### config.mk
export PLATFORM = sky130hd
export DESIGN_NAME = memio_bridge
export DESIGN_NICKNAME = d
export VERILOG_FILES = /design/src/rtl/memio_pkg.sv /design/src/rtl/memio_decode.sv /design/src/rtl/memio_bridge.sv
export SDC_FILE = /design/constraint.sdc
export NUM_CORES = 1
export LEC_CHECK = 0
export ABC_AREA = 1
export CORE_AREA = 2 2 118 120
export CTS_CLUSTER_DIAMETER = 80
export DETAILED_ROUTE_END_ITERATION = 12
export DIE_AREA = 0 0 120 122
export GPL_TIMING_DRIVEN = 0
export PLACE_DENSITY = 0.89
export RECOVER_POWER = 25
export SLEW_MARGIN = 20
export SYNTH_ARGS = -nofsm -noshare
export SYNTH_HDL_FRONTEND = slang
export SYNTH_SLANG_ARGS = --single-unit
### constraint.sdc
create_clock -name clock -period 2.15 [get_ports clock]
set_input_delay 0.43 -clock clock [delete_from_list [all_inputs] [get_ports clock]]
set_output_delay 0.43 -clock clock [all_outputs]
set_load 0.02 [all_outputs]
### src/rtl/memio_pkg.sv
// Shared types and defaults for the memory/IO bridge.
package memio_pkg;

  typedef enum logic [1:0] {
    IDLE = 2'd0,
    WAIT = 2'd1,
    DONE = 2'd2
  } state_t;

  localparam logic [31:0] IO_BASE_DEF   = 32'hFFFFFC00;
  localparam logic [31:0] IO_STRIDE_DEF = 32'h10;

  // Channel index width; a single channel still gets one index bit.
  function automatic int ch_width(input int n);
    return (n > 1) ? $clog2(n) : 1;
  endfunction

endpackage

### src/rtl/memio_decode.sv
// Combinational IO address decode: byte address -> {legal, channel index, one-hot select}.
module memio_decode
  import memio_pkg::*;
#(
  parameter int          N_IO      = 4,
  parameter logic [31:0] IO_BASE   = IO_BASE_DEF,
  parameter logic [31:0] IO_STRIDE = IO_STRIDE_DEF,
  parameter int          CH_W      = ch_width(N_IO)
) (
  input  logic [31:0]     addr,
  output logic            legal,
  output logic [CH_W-1:0] ch,
  output logic [N_IO-1:0] onehot
);

  localparam int SH = $clog2(IO_STRIDE);

  logic [31:0] ch_full;

  // Full-width channel number so that addresses far above the window are rejected.
  assign ch_full = (addr - IO_BASE) >> SH;
  assign legal   = (addr >= IO_BASE) && (ch_full < 32'(N_IO));
  assign ch      = ch_full[CH_W-1:0];

  for (genvar k = 0; k < N_IO; k++) begin : g_onehot
    assign onehot[k] = legal && (ch == CH_W'(k));
  end

endmodule

### src/rtl/memio_bridge.sv
// Memory/IO bridge: same-cycle memory pass-through, IO channel decode with wait-state FSM and stall.
// Optional saturating error counter port err_cnt enabled by defining MEMIO_ERR_CNT_EN.
//
//   state | meaning
//   ------+--------------------------------------------------------------
//   IDLE  | memory pass-through; accepts a legal IO request (stall at T0)
//   WAIT  | chip select held, strobes asserted, wait counter running
//   DONE  | select released, captured read data returned, stall low
module memio_bridge
  import memio_pkg::*;
#(
  parameter int          DATA_W    = 32,
  parameter int          IO_W      = 16,
  parameter int          N_IO      = 4,
  parameter logic [31:0] IO_BASE   = IO_BASE_DEF,
  parameter logic [31:0] IO_STRIDE = IO_STRIDE_DEF,
  parameter int          WAIT_CYC  = 2
) (
  input  logic                 clock,
  input  logic                 reset_n,
  input  logic                 m_read,
  input  logic                 m_write,
  input  logic                 io_read,
  input  logic                 io_write,
  input  logic [31:0]          addr_in,
  input  logic [DATA_W-1:0]    r_rdata,
  input  logic [DATA_W-1:0]    m_rdata,
  input  logic [N_IO*IO_W-1:0] io_rdata,
  output logic [31:0]          addr_out,
  output logic [DATA_W-1:0]    write_data,
  output logic [DATA_W-1:0]    r_wdata,
  output logic [N_IO-1:0]      io_cs,
  output logic                 io_we,
  output logic                 io_re,
  output logic                 stall,
  output logic                 err
`ifdef MEMIO_ERR_CNT_EN
  ,output logic [7:0]          err_cnt
`endif
);

  localparam int CH_W  = ch_width(N_IO);
  localparam int CNT_W = $clog2(WAIT_CYC + 1);

  state_t            state, state_nxt;
  logic [CNT_W-1:0]  cnt;
  logic [31:0]       lat_addr;
  logic [CH_W-1:0]   lat_ch;
  logic [N_IO-1:0]   lat_cs;
  logic [DATA_W-1:0] lat_data;
  logic              lat_wr;
  logic [DATA_W-1:0] cap;

  logic              dec_legal;
  logic [CH_W-1:0]   dec_ch;
  logic [N_IO-1:0]   dec_onehot;

  logic              any_m, any_io, illegal, accept, last_wait;
  logic [IO_W-1:0]   ch_data [N_IO];

  memio_decode #(
    .N_IO      (N_IO),
    .IO_BASE   (IO_BASE),
    .IO_STRIDE (IO_STRIDE),
    .CH_W      (CH_W)
  ) u_decode (
    .addr   (addr_in),
    .legal  (dec_legal),
    .ch     (dec_ch),
    .onehot (dec_onehot)
  );

  for (genvar k = 0; k < N_IO; k++) begin : g_ch_data
    assign ch_data[k] = io_rdata[k*IO_W +: IO_W];
  end

  assign any_m     = m_read | m_write;
  assign any_io    = io_read | io_write;
  assign illegal   = (m_read & m_write) | (io_read & io_write) | (any_m & any_io)
                   | (any_io & ~dec_legal);
  // Combinational paths are gated by reset_n so stall/err drop the moment reset asserts.
  assign accept    = reset_n && (state == IDLE) && any_io && !illegal;
  assign last_wait = (state == WAIT) && (cnt == CNT_W'(1));

  always_ff @(posedge clock or negedge reset_n) begin
    if (!reset_n) begin
      state <= IDLE;
    end else begin
      state <= state_nxt;
    end
  end

  always_comb begin
    state_nxt = state;
    case (state)
      IDLE:    if (accept) state_nxt = WAIT;
      WAIT:    if (cnt == CNT_W'(1)) state_nxt = DONE;
      DONE:    state_nxt = IDLE;
      default: state_nxt = IDLE;
    endcase
  end

  always_ff @(posedge clock or negedge reset_n) begin
    if (!reset_n) begin
      cnt      <= '0;
      lat_addr <= '0;
      lat_ch   <= '0;
      lat_cs   <= '0;
      lat_data <= '0;
      lat_wr   <= 1'b0;
      cap      <= '0;
    end else begin
      if (accept) begin
        cnt      <= CNT_W'(WAIT_CYC);
        lat_addr <= addr_in;
        lat_ch   <= dec_ch;
        lat_cs   <= dec_onehot;
        lat_data <= r_rdata;
        lat_wr   <= io_write;
      end else if (state == WAIT) begin
        cnt <= cnt - CNT_W'(1);
      end
      if (last_wait) begin
        cap <= DATA_W'(ch_data[lat_ch]);
      end
    end
  end

  always_comb begin
    addr_out   = addr_in;
    write_data = '0;
    r_wdata    = '0;
    io_cs      = '0;
    io_we      = 1'b0;
    io_re      = 1'b0;
    stall      = 1'b0;
    err        = 1'b0;
    case (state)
      IDLE: begin
        if (reset_n && illegal) begin
          err = 1'b1;
        end else if (accept) begin
          stall = 1'b1;
        end else if (reset_n) begin
          if (m_write) write_data = r_rdata;
          if (m_read)  r_wdata    = m_rdata;
        end
      end
      WAIT: begin
        addr_out   = lat_addr;
        write_data = lat_data;
        io_cs      = lat_cs;
        io_we      = lat_wr;
        io_re      = !lat_wr;
        stall      = 1'b1;
      end
      DONE: begin
        addr_out = lat_addr;
        if (!lat_wr) r_wdata = cap;
      end
      default: ;
    endcase
  end

`ifdef MEMIO_ERR_CNT_EN
  always_ff @(posedge clock or negedge reset_n) begin
    if (!reset_n) begin
      err_cnt <= 8'h00;
    end else if (err && (err_cnt != 8'hFF)) begin
      err_cnt <= err_cnt + 8'd1;
    end
  end
`endif

endmodule

# ---- Yosys cells after proc, flatten, opt, wreduce, memory -nomap -nowiden
# Index checks and enable logic that the tools add are counted.
dict set report classes {
  bitwise 11
  n_mux 28
  reduce_logical 17
  n_addsub 2
  order_cmp 3
  eq_ne 8
}
# op count
set ops {}
lappend ops {{$mux 32} 9}
lappend ops {{$pmux 32 s2} 2}
lappend ops {{$mux 16} 3}
lappend ops {{$bmux 16 s2} 1}
lappend ops {{$ge 32x32->1 const B} 1}
lappend ops {{$sub 32x32->32 const B} 1}
lappend ops {{$lt 28x3->1 const B} 1}
lappend ops {{$logic_and 1x1->1} 10}
lappend ops {{$mux 2} 4}
lappend ops {{$eq 2x1->1 const B} 3}
lappend ops {{$eq 2x2->1 const B} 3}
lappend ops {{$mux 1} 6}
lappend ops {{$or 1x1->1} 5}
lappend ops {{$and 1x1->1} 4}
lappend ops {{$logic_not 2->1} 2}
lappend ops {{$mux 4} 1}
lappend ops {{$pmux 2 s2} 1}
lappend ops {{$ge 3x3->1 const B} 1}
lappend ops {{$not 2->3} 1}
lappend ops {{$logic_not 1->1} 2}
lappend ops {{$ne 2x1->1 const B} 1}
lappend ops {{$ne 2x2->1 const B} 1}
lappend ops {{$pmux 1 s2} 1}
lappend ops {{$reduce_and 2->1} 1}
lappend ops {{other kinds (4)} 4}
dict set report word_totals {
  regBits 91
  out_inout_bits 104
  elab_cells 77
}

# ---- Logic depth before layout (Yosys ltp)
# Gate-level depths: netlist (run 1).
dict set report logic_depth {
  ltp_word 11
  mapped_depth 14
  ltp_nobuf 13
}

# ---- By module
# From an unflattened synthesis (run 1), not the netlist that was laid out.
dict set report unflattened {
  hier_cells 812
  hier_area_um2 5597.9
}
# module instances area_per_inst_um2 cells_per_inst
set modules_own_cells {}
lappend modules_own_cells {memio_bridge 1 5420.2 770}
lappend modules_own_cells {memio_decode 1 177.7 42}

# ---- Worst setup path after synthesis (run 1)
# No wires, ideal clock.
dict set report synth_timing {
  path_kind {reg-to-output}
  from {register state[0]}
  to {output stall}
  arrival_ns 1.674
  n_path_buf 3
  setup_slack_ns 0.046
  path_stages_with_launch 10
  cell_sequence {dfrtp_1 inv_1 ha_1 clkbuf_1 nand2_1 nor2_1 nand3_2 buf_6 buf_2 nand2_1}
}
dict set report synth_via {
  elab_chain_cells 7
  elab_cells_between_ends 8
  cone_classes {eq/ne (1); mux (3); reduce/logical (4)}
}
# item line
set synth_rtl {}
lappend synth_rtl {{from (decl)} memio_bridge.sv:45} ;# state_t state, state_nxt;
lappend synth_rtl {{from (signal assigned)} memio_bridge.sv:89} ;# state <= state_nxt;
lappend synth_rtl {{$logic_not 2->1} {memio_bridge.sv:82, memio_bridge.sv:138}}
lappend synth_rtl {{$logic_and 1x1->1 (3 in a row)} memio_bridge.sv:82} ;# assign accept = reset_n && (state == IDLE) && any_io && !illegal;
lappend synth_rtl {{$mux 1} memio_bridge.sv:142} ;# end else if (accept) begin
lappend synth_rtl {{$mux 1} memio_bridge.sv:140} ;# if (reset_n && illegal) begin
lappend synth_rtl {{$pmux 1 s2 *} memio_bridge.sv:138} ;# case (state)
lappend synth_rtl {{to (decl)} memio_bridge.sv:35} ;# output logic stall,
# Every way passes the cells marked *; elsewhere a longest branch is shown, timed or not.

# ---- Worst setup path in the final report (run 1)
dict set report layout_timing {
  from {input addr_in[10]}
  to {output r_wdata[14]}
}
dict set report layout_via {
  elab_chain_cells 11
  elab_cells_between_ends 13
  cone_classes {add/sub (1); order compare (2); mux (3); bitwise (3); reduce/logical (4)}
}
# item line
set layout_rtl {}
lappend layout_rtl {{from (decl)} memio_bridge.sv:25} ;# input logic [31:0] addr_in,
lappend layout_rtl {{$sub 32x32->32} memio_decode.sv:21} ;# assign ch_full = (addr - IO_BASE) >> SH;
lappend layout_rtl {{$lt 28x3->1} memio_decode.sv:22} ;# assign legal = (addr >= IO_BASE) && (ch_full < 32'(N_IO));
lappend layout_rtl {{$logic_and 1x1->1 *} memio_decode.sv:22}
lappend layout_rtl {{$not 1->1 *} memio_bridge.sv:80} ;# | (any_io & ~dec_legal);
lappend layout_rtl {{$and 1x1->1 *} memio_bridge.sv:80}
lappend layout_rtl {{$or 1x1->1 *} memio_bridge.sv:80}
lappend layout_rtl {{$logic_not 1->1} memio_bridge.sv:82}
lappend layout_rtl {{$logic_and 1x1->1} memio_bridge.sv:82}
lappend layout_rtl {{$mux 32} memio_bridge.sv:142}
lappend layout_rtl {{$mux 32 *} memio_bridge.sv:140}
lappend layout_rtl {{$pmux 32 s2 *} memio_bridge.sv:138}
lappend layout_rtl {{to (decl)} memio_bridge.sv:31} ;# output logic [DATA_W-1:0] r_wdata,
# Marked as above.

==> results of run 1 <==
==> layout make-up <==
| class | instances | area, um2 | area share [%] |
|---|---|---|---|
| Sequential cell | 89 | 2230 | 22.8 |
| Buffer | 53 | 444 | 4.55 |
| Multi-Input combinational cell | 554 | 2970 | 30.4 |
| Tap cell | 180 | 225 | 2.31 |
| Timing Repair Buffer | 320 | 3240 | 33.1 |
| Inverter | 94 | 358 | 3.66 |
| Clock buffer | 9 | 225 | 2.31 |
| Clock inverter | 7 | 77.6 | 0.794 |
==> per-layer routing <==
| layer | vias to the layer above | share of wire [%] | GRT usage [%] |
|---|---|---|---|
| li1 | 3176 | - | - |
| met1 | 3213 | 39 | 35.7 |
| met5 | - | 0 | 0 |
| met3 | 87 | 7.2 | 5.01 |
| met2 | 365 | 50 | 48.0 |
| met4 | 0 | 4.5 | 13.2 |
==> sequential cells by signal, summed over array words and instances (netlist names) <==
| signal | flops |
|---|---|
| cap | 16 |
| cnt | 2 |
| lat_addr | 32 |
| lat_cs | 4 |
| lat_data | 32 |
| lat_wr | 1 |
| state | 2 |
==> metrics by stage <==
stage / instance area, um2 / cells
3_5_place_dp: 8330 / 1244
4_1_cts: 9060 / 1287
2_1_floorplan: 5390 / 794
5_1_grt: 9770 / 1306
3_3_place_gp: 8310 / 1243
6_report: 9770 / 1306
==> worst max path at each step <==
stage	startpoint	depth (start not counted)	endpoint
4_1_cts	addr_in[6]	15	r_wdata[14]
5_1_grt	addr_in[15]	14	write_data[29]
3_3_place_gp	reset_n	8	stall
6_report	addr_in[10]	16	r_wdata[14]
3_5_place_dp	addr_in[11]	15	r_wdata[11]
2_1_floorplan	state[0]$_DFFE_PN0P_	9	stall
==> timing repair <==
item / 4_1_cts / 5_1_grt
cloned: 6 / 5
setup endpoints to repair: 104 / 100
buffers inserted: 23 / 16
pin swaps: 32 / 32
resized for setup: 769 / 182
hold endpoints to repair: 39 / 0
hold buffers: 1 / 0
==> worst register-to-register path, cell delays in order, from the launching register on <==
cell,delay [ps]
dfrtp_1,420
inv_2,110
ha_4,160
nand2_2,80
nor2_4,120
nand3_4,90
buf_4,150
buf_8,120
buf_4,180
buf_6,170
nand2_1,70
o21ai_0,110
==> cell usage in the layout (no fill, tap or decap), types with 6 or more instances in the layout <==
| cell type | n |
|---|---|
| a21oi_1 | 12 |
| a21oi_2 | 10 |
| a31oi_1 | 16 |
| buf_1 | 6 |
| buf_2 | 24 |
| buf_4 | 49 |
| buf_6 | 108 |
| buf_8 | 14 |
| clkbuf_1 | 10 |
| clkbuf_16 | 13 |
| clkbuf_2 | 10 |
| clkdlybuf4s50_1 | 134 |
| dfrtp_1 | 89 |
| inv_1 | 81 |
| inv_2 | 11 |
| nand2_1 | 210 |
| nand2_2 | 15 |
| nand2_4 | 8 |
| nand4_1 | 51 |
| nor2_1 | 96 |
| nor2_2 | 9 |
| nor2_4 | 25 |
| o21ai_0 | 47 |
| o21ai_1 | 19 |
| o21ai_2 | 16 |
==> kinds of logic after synthesis <==
group	count (synthesis)	synth area share, %
AOI/OAI and AO/OA	125	12.8
xor gates and xnor gates	1	0.163
adders and majority gates	4	0.929
buffers and inverters	151	12.2
DFF	89	41.3
and+or+nand+nor	424	32.5
==> where the power goes <==
part	switching [W]	internal (W)
combinational	0.00422	0.00339
clock	0.000699	0.000916
sequential	0.000293	0.00219
total	0.00521	0.00650
==> results.json, run 1 <==
{
  "status": "complete, but fails checks",
  "violations": "negative setup slack",
  "place_congestion": 0.873,
  "yosysWarnings": 0,
  "avgSynthCellArea_um2": 6.79,
  "crit_chain": "buf_6, nand2_4, inv_2, nand2_1, nor2_1, nand2_1, nor2_4, nand2_4, nand2_4, nand2_4, nand2_8, buf_8, buf_8, nand4_1, nand2_1, buf_6",
  "slowest_delay_ps": 150,
  "endpoint_kind": "primary output",
  "drive_gt1_share_pct": 30.6,
  "path_max_fanout": 6,
  "cts-root-buf": "clkbuf_16",
  "synthArstFlopShare_pct": 100,
  "start_kind": "input pin",
  "pre_cts_ws_ps": -1230,
  "synthDominantCellAreaShare_pct": 41.3,
  "power.total_w": 0.0117,
  "drc_errors": 0,
  "rows": 43,
  "initial_core_util_pct": 39.9,
  "nNetsFinal": 1291,
  "portBuffers": 269,
  "clock_path_buffers": 2,
  "hold_class": "in2async",
  "htree_levels": 3,
  "rrSetupSlack_ps": 230,
  "synth_top_cell_by_area": "dfrtp_1",
  "dp_hpwl_mm": 15.2,
  "grt_max_degree": 40,
  "seq_area_frac_synth_pct": 41.3,
  "required_ps": 1720,
  "grt_pass1_vias": 6483,
  "num-fill-cells": 1019,
  "setup_viol": 89,
  "drv_cap": 0,
  "setup_ws_ps": -251,
  "final_antenna_net_count": 0,
  "die_w_um": 120,
  "path_buf_inv": 5,
  "worst_hold_slack_ps": 66.5,
  "worstMarginPinSlew_ps": 609,
  "cp_top_family": "simple AND/OR/NAND/NOR gates",
  "vias_per_cell": 5.24,
  "antenna_found_initial": 0,
  "slew_headroom_pct": 59.4,
  "drt_iter0_drc": 624,
  "area_growth_pct": 81.3,
  "totalWireLength_mm": 22.9,
  "cpMaxStageDelayCell": "nor2_4",
  "ff2ff_path_depth": 11,
  "cp_common_cell": "nand2_4",
  "die_area_um2": 14600,
  "reg2reg_from": "state[0]$_DFFE_PN0P_",
  "cts_inserted_buffers": 9,
  "vias": 6841,
  "hold_viol": 0,
  "ys_ff_latch": 89,
  "cts.clk_slew.worst_paths_ps": 60,
  "grt_pass1_wl_mm": 32.6,
  "slew_violations": 0,
  "syn_area_um2": 5390,
  "powerDensity_nw_per_um2": 1200,
  "r2r-end": "lat_data[26]$_DFFE_PN0P_",
  "cts_tree": "yes",
  "synthFlopType": "dfrtp_1",
  "finalCriticalPeriod_ps": 2400,
  "vdd_drop_max_mv": 0.690,
  "grtUsageTotal_pct": 28.5,
  "design.core.area_um2": 13500,
  "worstPathArrival_ps": 1970,
  "skew_ps": 5.05,
  "synth_edf_count": 0,
  "syn_inst": 794,
  "post_drt_wl_per_cell_um": 17.6,
  "dr.pass1.iters": 5,
  "setup_tns_ps": -11140,
  "fin_crit_sh_pct": 112,
  "clkLatencyLatePin_ps": 340,
  "synth_commonest_cells": "232 x nand2_1, 129 x nor2_1, 93 x inv_1, 89 x dfrtp_1, 60 x o21ai_0",
  "die_h_um": 122,
  "yosysMostFrequentCell": "nand2_1",
  "syn_nets": 964,
  "synth_cell_types": 27,
  "diodes": 0,
  "path_class": "in2out",
  "p_leak_nw": 4.81,
  "fmax_mhz": 417,
  "pin_count": 270,
  "rsz0062_at_grt": "true",
  "finish.utilization_pct": 72.3,
  "overflow": 0,
  "synth_area_leaders": "dfrtp_1 41%, nand2_1 16%, nor2_1 9.0%, inv_1 6.5%, nand4_1 5.9%",
  "cts.sinks": 89
}
Power figures use the tool's default switching activity.
==> inputs of run 2 (changes only) <==
ABC_CLOCK_PERIOD_IN_PS = 2150   (was unset)
==> results of run 2 <==
The final DEF is identical to that of run 1; final timing and power are the same.
